## config.mk

```make
export PLATFORM = sky130hd
export DESIGN_NAME = led_scan_arbiter_flat
export DESIGN_NICKNAME = d
export VERILOG_FILES = /design/src/rtl/led_scan_pkg.sv /design/src/rtl/led_scan_arbiter_if.sv /design/src/rtl/scan_tick_counter.sv /design/src/rtl/led_scan_arbiter.sv /design/src/flat_wrapper.sv
export SDC_FILE = /design/constraint.sdc
export NUM_CORES = 1
export LEC_CHECK = 0
export CORE_MARGIN = 2
export CORE_UTILIZATION = 45
export DETAILED_ROUTE_END_ITERATION = 7
export GPL_TIMING_DRIVEN = 1
export PLACE_DENSITY = 0.69
export SLEW_MARGIN = 20
export SYNTH_ARGS = -nofsm -noshare
export SYNTH_HDL_FRONTEND = slang
export SYNTH_SLANG_ARGS = --single-unit
export TNS_END_PERCENT = 100
```

## constraint.sdc

```tcl
create_clock -name CLK -period 3.9 [get_ports CLK]
set_input_delay 0.39 -clock CLK [delete_from_list [all_inputs] [get_ports CLK]]
set_output_delay 0.39 -clock CLK [all_outputs]
set_load 0.005 [all_outputs]
```

## src/rtl/led_scan_pkg.sv

```systemverilog
// Shared types and constants for the LED matrix scan arbiter.
package led_scan_pkg;

  localparam int unsigned SRC_N = 3;
  localparam int unsigned ROW_W = 3;
  localparam int unsigned PIX_W = 8;
  localparam int unsigned CNT_W = 16;
  localparam int unsigned FRM_W = 8;
  localparam int unsigned TMO_W = 8;

  localparam int unsigned SRC_PLAY  = 0;
  localparam int unsigned SRC_LEVEL = 1;
  localparam int unsigned SRC_OVER  = 2;

  localparam logic [PIX_W-1:0] ALL_OFF  = 8'hFF;
  localparam logic [ROW_W-1:0] LAST_ROW = 3'd7;

  typedef enum logic [1:0] {
    IDLE  = 2'd0,
    FETCH = 2'd1,
    BLANK = 2'd2,
    SHOW  = 2'd3
  } scan_state_e;

  // One row of active-low column drive.
  typedef struct packed {
    logic [PIX_W-1:0] r;
    logic [PIX_W-1:0] g;
    logic [PIX_W-1:0] b;
  } rgb_t;

  localparam rgb_t RGB_OFF = '{r: ALL_OFF, g: ALL_OFF, b: ALL_OFF};

  // Fixed priority: game-over face > level banner > playfield.
  function automatic logic [SRC_N-1:0] pick_grant(input logic [SRC_N-1:0] req);
    logic [SRC_N-1:0] g;
    g = '0;
    if (req[SRC_OVER])       g[SRC_OVER]  = 1'b1;
    else if (req[SRC_LEVEL]) g[SRC_LEVEL] = 1'b1;
    else if (req[SRC_PLAY])  g[SRC_PLAY]  = 1'b1;
    return g;
  endfunction

endpackage

```

## src/rtl/led_scan_arbiter_if.sv

```systemverilog
// Frame-source request/grant and row-fetch bus.
interface led_scan_arbiter_if;
  import led_scan_pkg::*;

  logic [SRC_N-1:0] req;
  logic [SRC_N-1:0] gnt;
  logic             row_req;
  logic [ROW_W-1:0] row_addr;
  logic             row_ack;
  logic [PIX_W-1:0] row_r;
  logic [PIX_W-1:0] row_g;
  logic [PIX_W-1:0] row_b;

  modport master (
    input  req, row_ack, row_r, row_g, row_b,
    output gnt, row_req, row_addr
  );

  modport slave (
    output req, row_ack, row_r, row_g, row_b,
    input  gnt, row_req, row_addr
  );

endinterface

```

## src/rtl/scan_tick_counter.sv

```systemverilog
// Loadable down-counter timing the FETCH timeout, BLANK and SHOW phases.
module scan_tick_counter
  import led_scan_pkg::*;
#(
  parameter int unsigned W = CNT_W
) (
  input  logic         clk,
  input  logic         rst_n,
  input  logic         load,
  input  logic [W-1:0] load_val,
  output logic         done_c
);

  logic [W-1:0] cnt_q;

  // Load on phase entry, then count down to zero and stay there.
  always_ff @(posedge clk or negedge rst_n) begin
    if (!rst_n)              cnt_q <= '0;
    else if (load)           cnt_q <= load_val;
    else if (cnt_q != '0)    cnt_q <= cnt_q - W'(1);
  end

  assign done_c = (cnt_q == '0);

endmodule

```

## src/rtl/led_scan_arbiter.sv

```systemverilog
// Arbitrates three frame sources and scans the granted source's rows onto the matrix.
module led_scan_arbiter
  import led_scan_pkg::*;
#(
  parameter int unsigned SCAN_DIV        = 2000,
  parameter int unsigned BLANK_CYC       = 4,
  parameter int unsigned ACK_TIMEOUT     = 16,
  parameter int unsigned MIN_HOLD_FRAMES = 2
) (
  input  logic                 CLK,
  input  logic                 RST_N,
  led_scan_arbiter_if.master   bus,
  output logic [PIX_W-1:0]     DATA_R,
  output logic [PIX_W-1:0]     DATA_G,
  output logic [PIX_W-1:0]     DATA_B,
  output logic [ROW_W-1:0]     COMM,
  output logic                 frame_start,
  output logic [TMO_W-1:0]     timeout_cnt
);

  localparam logic [FRM_W-1:0] MIN_FRM = FRM_W'(MIN_HOLD_FRAMES);
  localparam logic [TMO_W-1:0] TMO_MAX = '1;

  scan_state_e      state_q, state_d;
  logic [SRC_N-1:0] gnt_q, gnt_d, arb_gnt;
  logic [ROW_W-1:0] row_addr_q, row_addr_d;
  logic [FRM_W-1:0] frames_q, frames_d, frames_inc;
  logic [TMO_W-1:0] tmo_q, tmo_d;
  rgb_t             pix_q, pix_d;
  rgb_t             data_q, data_d;
  logic [ROW_W-1:0] comm_q, comm_d;
  logic             row_req_q, row_req_d;
  logic             fs_q, fs_d;
  logic             tick_load_c;
  logic [CNT_W-1:0] tick_val;
  logic             tick_done_c;

  scan_tick_counter #(.W(CNT_W)) u_tick (
    .clk      (CLK),
    .rst_n    (RST_N),
    .load     (tick_load_c),
    .load_val (tick_val),
    .done_c   (tick_done_c)
  );

  // State and registered-output flops.
  always_ff @(posedge CLK or negedge RST_N) begin
    if (!RST_N) begin
      state_q    <= IDLE;
      gnt_q      <= '0;
      row_addr_q <= '0;
      frames_q   <= '0;
      tmo_q      <= '0;
      pix_q      <= RGB_OFF;
      data_q     <= RGB_OFF;
      comm_q     <= '0;
      row_req_q  <= 1'b0;
      fs_q       <= 1'b0;
    end else begin
      state_q    <= state_d;
      gnt_q      <= gnt_d;
      row_addr_q <= row_addr_d;
      frames_q   <= frames_d;
      tmo_q      <= tmo_d;
      pix_q      <= pix_d;
      data_q     <= data_d;
      comm_q     <= comm_d;
      row_req_q  <= row_req_d;
      fs_q       <= fs_d;
    end
  end

  // Next-state, arbitration and next-output logic.
  always_comb begin
    state_d     = state_q;
    gnt_d       = gnt_q;
    row_addr_d  = row_addr_q;
    frames_d    = frames_q;
    tmo_d       = tmo_q;
    pix_d       = pix_q;
    data_d      = data_q;
    comm_d      = comm_q;
    row_req_d   = 1'b0;
    fs_d        = 1'b0;
    tick_load_c = 1'b0;
    tick_val    = '0;
    arb_gnt     = pick_grant(bus.req);
    frames_inc  = (frames_q < MIN_FRM) ? frames_q + FRM_W'(1) : frames_q;

    case (state_q)
      IDLE: begin
        gnt_d = '0;
        if (|bus.req) begin
          gnt_d      = arb_gnt;
          frames_d   = '0;
          row_addr_d = '0;
          state_d    = FETCH;
        end
      end
      FETCH: begin
        // A late ack in the expiry cycle still delivers its data.
        if (bus.row_ack) begin
          pix_d   = '{r: bus.row_r, g: bus.row_g, b: bus.row_b};
          state_d = BLANK;
        end else if (tick_done_c) begin
          pix_d = RGB_OFF;
          if (tmo_q != TMO_MAX) tmo_d = tmo_q + TMO_W'(1);
          state_d = BLANK;
        end
      end
      BLANK: begin
        if (tick_done_c) state_d = SHOW;
      end
      SHOW: begin
        if (tick_done_c) begin
          if (row_addr_q != LAST_ROW) begin
            row_addr_d = row_addr_q + ROW_W'(1);
            state_d    = FETCH;
          end else begin
            // Frame boundary: the only point where the grant may move.
            row_addr_d = '0;
            if (frames_inc < MIN_FRM) begin
              frames_d = frames_inc;
              state_d  = FETCH;
            end else if (|bus.req) begin
              gnt_d    = arb_gnt;
              frames_d = (arb_gnt != gnt_q) ? '0 : frames_inc;
              state_d  = FETCH;
            end else begin
              gnt_d    = '0;
              frames_d = '0;
              state_d  = IDLE;
            end
          end
        end
      end
      default: state_d = IDLE;
    endcase

    case (state_d)
      IDLE, BLANK: data_d = RGB_OFF;
      SHOW:        data_d = pix_d;
      default:     data_d = data_q;
    endcase

    if (state_d == BLANK) comm_d = row_addr_d;

    row_req_d   = (state_d == FETCH);
    fs_d        = (state_d == FETCH) && (state_q != FETCH) && (row_addr_d == '0);
    tick_load_c = (state_d != state_q);

    case (state_d)
      FETCH:   tick_val = CNT_W'(ACK_TIMEOUT - 1);
      BLANK:   tick_val = CNT_W'(BLANK_CYC - 1);
      SHOW:    tick_val = CNT_W'(SCAN_DIV - 1);
      default: tick_val = '0;
    endcase
  end

  assign bus.gnt      = gnt_q;
  assign bus.row_req  = row_req_q;
  assign bus.row_addr = row_addr_q;
  assign DATA_R       = data_q.r;
  assign DATA_G       = data_q.g;
  assign DATA_B       = data_q.b;
  assign COMM         = comm_q;
  assign frame_start  = fs_q;
  assign timeout_cnt  = tmo_q;

endmodule

```

## src/flat_wrapper.sv

```systemverilog
// flat-port wrapper written by rule: the top's interface ports become plain ports
module led_scan_arbiter_flat import led_scan_pkg::*;
#(
  parameter int unsigned SCAN_DIV        = 2000,
  parameter int unsigned BLANK_CYC       = 4,
  parameter int unsigned ACK_TIMEOUT     = 16,
  parameter int unsigned MIN_HOLD_FRAMES = 2
)
  (CLK, RST_N, DATA_R, DATA_G, DATA_B, COMM, frame_start, timeout_cnt, bus_req, bus_row_ack, bus_row_r, bus_row_g, bus_row_b, bus_gnt, bus_row_req, bus_row_addr);
  led_scan_arbiter_if bus_i ();
  input  logic CLK;
  input  logic RST_N;
  output logic [PIX_W-1:0] DATA_R;
  output logic [PIX_W-1:0] DATA_G;
  output logic [PIX_W-1:0] DATA_B;
  output logic [ROW_W-1:0] COMM;
  output logic frame_start;
  output logic [TMO_W-1:0] timeout_cnt;
  input wire logic [$bits(bus_i.req)-1:0] bus_req;
  input wire logic [$bits(bus_i.row_ack)-1:0] bus_row_ack;
  input wire logic [$bits(bus_i.row_r)-1:0] bus_row_r;
  input wire logic [$bits(bus_i.row_g)-1:0] bus_row_g;
  input wire logic [$bits(bus_i.row_b)-1:0] bus_row_b;
  output wire logic [$bits(bus_i.gnt)-1:0] bus_gnt;
  output wire logic [$bits(bus_i.row_req)-1:0] bus_row_req;
  output wire logic [$bits(bus_i.row_addr)-1:0] bus_row_addr;
  assign bus_i.req = bus_req;
  assign bus_i.row_ack = bus_row_ack;
  assign bus_i.row_r = bus_row_r;
  assign bus_i.row_g = bus_row_g;
  assign bus_i.row_b = bus_row_b;
  assign bus_gnt = bus_i.gnt;
  assign bus_row_req = bus_i.row_req;
  assign bus_row_addr = bus_i.row_addr;
  led_scan_arbiter #(.SCAN_DIV(SCAN_DIV), .BLANK_CYC(BLANK_CYC), .ACK_TIMEOUT(ACK_TIMEOUT), .MIN_HOLD_FRAMES(MIN_HOLD_FRAMES)) u_core (.CLK(CLK), .RST_N(RST_N), .bus(bus_i), .DATA_R(DATA_R), .DATA_G(DATA_G), .DATA_B(DATA_B), .COMM(COMM), .frame_start(frame_start), .timeout_cnt(timeout_cnt));
endmodule
```

==> impl_metrics.yaml <==
clock_tree:
  root_buffer: "clkbuf_8"
  cts_tree: "built"
  cts_buffers: 9
  insertion_delay_ns: 0.37
  h-tree-depth: 3
  cts_hold_buffers: 0
  clock-sinks: 93
  post_cts_resized: 0
  post_cts.repair.setup_buffers: 0
  clockBufferDepth: 2
  clk_pin_slew_ns: 0.09
logic_synthesis:
  ys_seq_elements: 93
  synth_area_per_cell_um2: 10.7
  synth_edf_count: 0
  yosysSeqAreaShare_pct: 53.9
  ys.flop_type: "dfstp_2"
  synthesis.area_mm2: 0.00443
  syn_inst: 414
  ys_warn_count: 0
  synth_cell_types: 57
  async_reset_ff_share_pct: 100
  synth_nets: 453
drt:
  vias: 3436
  drt-initial-drc-count: 126
  routed_wl_um: 10000
  vias_per_cell: 5.54
  wl_per_cell_um: 16.1
  drtPass1Iterations: 4
  drc: 0
  final_antenna_net_count: 0
floorplan:
  io_pins: 73
  die_area_mm2: 0.0106
  row_count: 36
  die_w_um: 103
  die_y_um: 103
  start_util_pct: 45.9
  core-area_mm2: 0.00964
worst_setup_path:
  arrival_ns: 3.25
  critPathLaunchType: "flip-flop"
  end_kind: "flip-flop"
  cp_common_cell: "ha_1"
  criticalPathCategory: "reg2reg"
  worst-path-buf-inv: 1
  crit_fanout: 29
  cp.required_ns: 4.13
  crit_path_max_incr_delay_ns: 0.61
  worstPathCellList: "ha_1 > ha_1 > or4b_2 > a21oi_1 > o211ai_1 > o22a_1 > buf_4 > nor3_1 > mux2i_1"
  cp_top_family: "simple AND/OR/NAND/NOR gates"
  crit_path_top_delay_cell: "or4b_2"
power:
  power_density_mw_per_mm2: 775
  ir_drop_mv: 0.346
  power.leakage_uw: 0.00231
sta:
  worstMarginPinSlew_ns: 0.879
  period_needed_ns: 3.02
  finalHoldViolCount: 0
  slew_viol_final: 0
  setup_viol: 0
  rsz0062_at_grt: "false"
  fin_setup_tns_ns: 0
  worst_slack_ns: 0.882
  period_share_pct: 77.4
  relSlewSlack_pct: 41.3
  fmax_mhz: 331
  holdWs_ns: 0.0500
  fin_skew_ns: 0.0107
global_routing:
  grt_pass1_vias: 3317
  grt_antenna_before_repair: 0
  overflow: 0
  grt_pass1_wl_um: 16300
  grt_usage_pct: 19.8
  grt_max_degree: 54
final_layout:
  final_cell_mix: "clkdlybuf4s50_1 (71), nand3_1 (51), dfstp_2 (48), dfrtp_1 (45), o21ai_0 (31)"
  layout-drive-gt1-share_pct: 19.1
  final-seq-area_mm2: 0.00239
  final_common_cell: "clkdlybuf4s50_1"
  nFillCells: 878
  syn_to_final_growth_pct: 23.1
  fin_cells: 620
  nets: 521
  diodes: 0
  multi_input_area_mm2: 0.00192
placement:
  dpl.hpwl_um: 6600
  dp_cells: 604
  routabilityCongestion: 0.844
  port_buffers: 72
  pre_cts_slack_ns: 0.741
min_path:
  holdCritPathClass: "in2async"
job:
  maxCapViolCount: 0
status:
  outcome: "finished clean"
through the flow:
stage / instance area, um2 / util [%] / power [uW]
after global placement: 5280 / 54.7 / 3590
final: 5450 / 56.5 / 4220
after global routing: 5450 / 56.5 / 4550
after detailed placement: 5280 / 54.7 / 3650
after floorplan: 4430 / - / 2990
after CTS: 5450 / 56.5 / 4250
power breakdown:
part	internal, uW	total, uW	leakage [uW]	switching (uW)
registers	1470	1700	0.00111	235
clock network	252	594	0.0000949	342
logic	926	1930	0.00110	1000
total	2650	4220	0.00231	1580
path summary, 6_finish.rpt:
kind                       slack [ns]  cells after the start                     end                    from
hold reg to reg                  0.50                      1      u_core.frames_q[5]      u_core.frames_q[5]
setup / recovery                 0.88                      9  u_core.u_tick.cnt_q[1]  u_core.bus.row_addr[0]
setup reg to reg                 0.88                      9  u_core.u_tick.cnt_q[1]  u_core.bus.row_addr[0]
hold / removal                   0.05                      1   u_core.timeout_cnt[5]                   RST_N
min in group CLK                 0.50                      1      u_core.frames_q[5]      u_core.frames_q[5]
max in group asynchronous        2.85                      2         u_core.pix_q[7]                   RST_N
kinds of logic after synthesis:
| kind of cell | share of synthesized area, % |
|---|---|
| adder cells (fa/ha/maj) | 2.54 |
| multiplexers | 2.57 |
| flip-flops | 53.9 |
| AO/OA/AOI/OAI | 14.6 |
| buffers and inverters | 2.88 |
| AND/OR/NAND/NOR | 19.2 |
| XOR/XNOR | 4.35 |
state kept, by name, summed over array words and instances, names as in the netlist:
| name | count |
|---|---|
| u_core.bus.row_req | 1 |
| u_core.bus.gnt | 3 |
| u_core.bus.row_addr | 3 |
| u_core.DATA_R | 8 |
| u_core.frame_start | 1 |
| u_core.DATA_G | 8 |
| u_core.u_tick.cnt_q | 16 |
| u_core.timeout_cnt | 8 |
| u_core.frames_q | 8 |
| u_core.state_q | 2 |
| u_core.pix_q | 24 |
| u_core.COMM | 3 |
| u_core.DATA_B | 8 |
cell usage after synthesis (3+ instances only):
cell      count  share of area, %
nor2_1       26               2.2
ha_1          9               2.5
buf_2         5              0.57
mux2_2        7               1.8
inv_1         8              0.68
nor4_1        5              0.71
dfstp_2      48                28
nand2_1      18               1.5
a211o_1       4              0.79
nand4_1       4              0.57
nand3_1      51               5.8
nor3_1       13               1.5
nand3b_1      3              0.51
clkbuf_1     15               1.3
or2_2         3              0.42
and2_1        8               1.1
o21ai_0      31               3.5
a21oi_1      11               1.2
or3_1         7              0.99
a22o_1        3              0.59
o32ai_1       3              0.59
dfrtp_1      45                25
xnor2_1      11               2.2
xor2_1       11               2.2
o22a_1       25               4.9
final cells by class:
class | instances | share of cell area [%]
multi-input cells | 291 | 35.3
well taps | 133 | 3.05
clock inverters | 5 | 0.597
clock buffers | 11 | 2.59
repair buffers | 79 | 14.1
flip-flops and latches | 93 | 43.8
inverters | 8 | 0.551
metal layers:
| metal | part of all wire [%] | track usage [%] | routed length (um) |
|---|---|---|---|
| met1 | 46 | 26.9 | 4580 |
| met2 | 47 | 30.9 | 4720 |
| met3 | 5.4 | 4.44 | 540 |
| met4 | 1.7 | 8.00 | 167 |
| met5 | 0 | 0 | 0 |
worst register-to-register path, delay by kind of cell (launching register included):
family	cells	cell delay (ns)
buf+inv	1	0.24
fa+ha+maj	2	0.38
compound gates	3	0.80
mux	1	0.14
flops	1	0.40
simple gates	2	0.93
(Power assumes the default switching activity.)
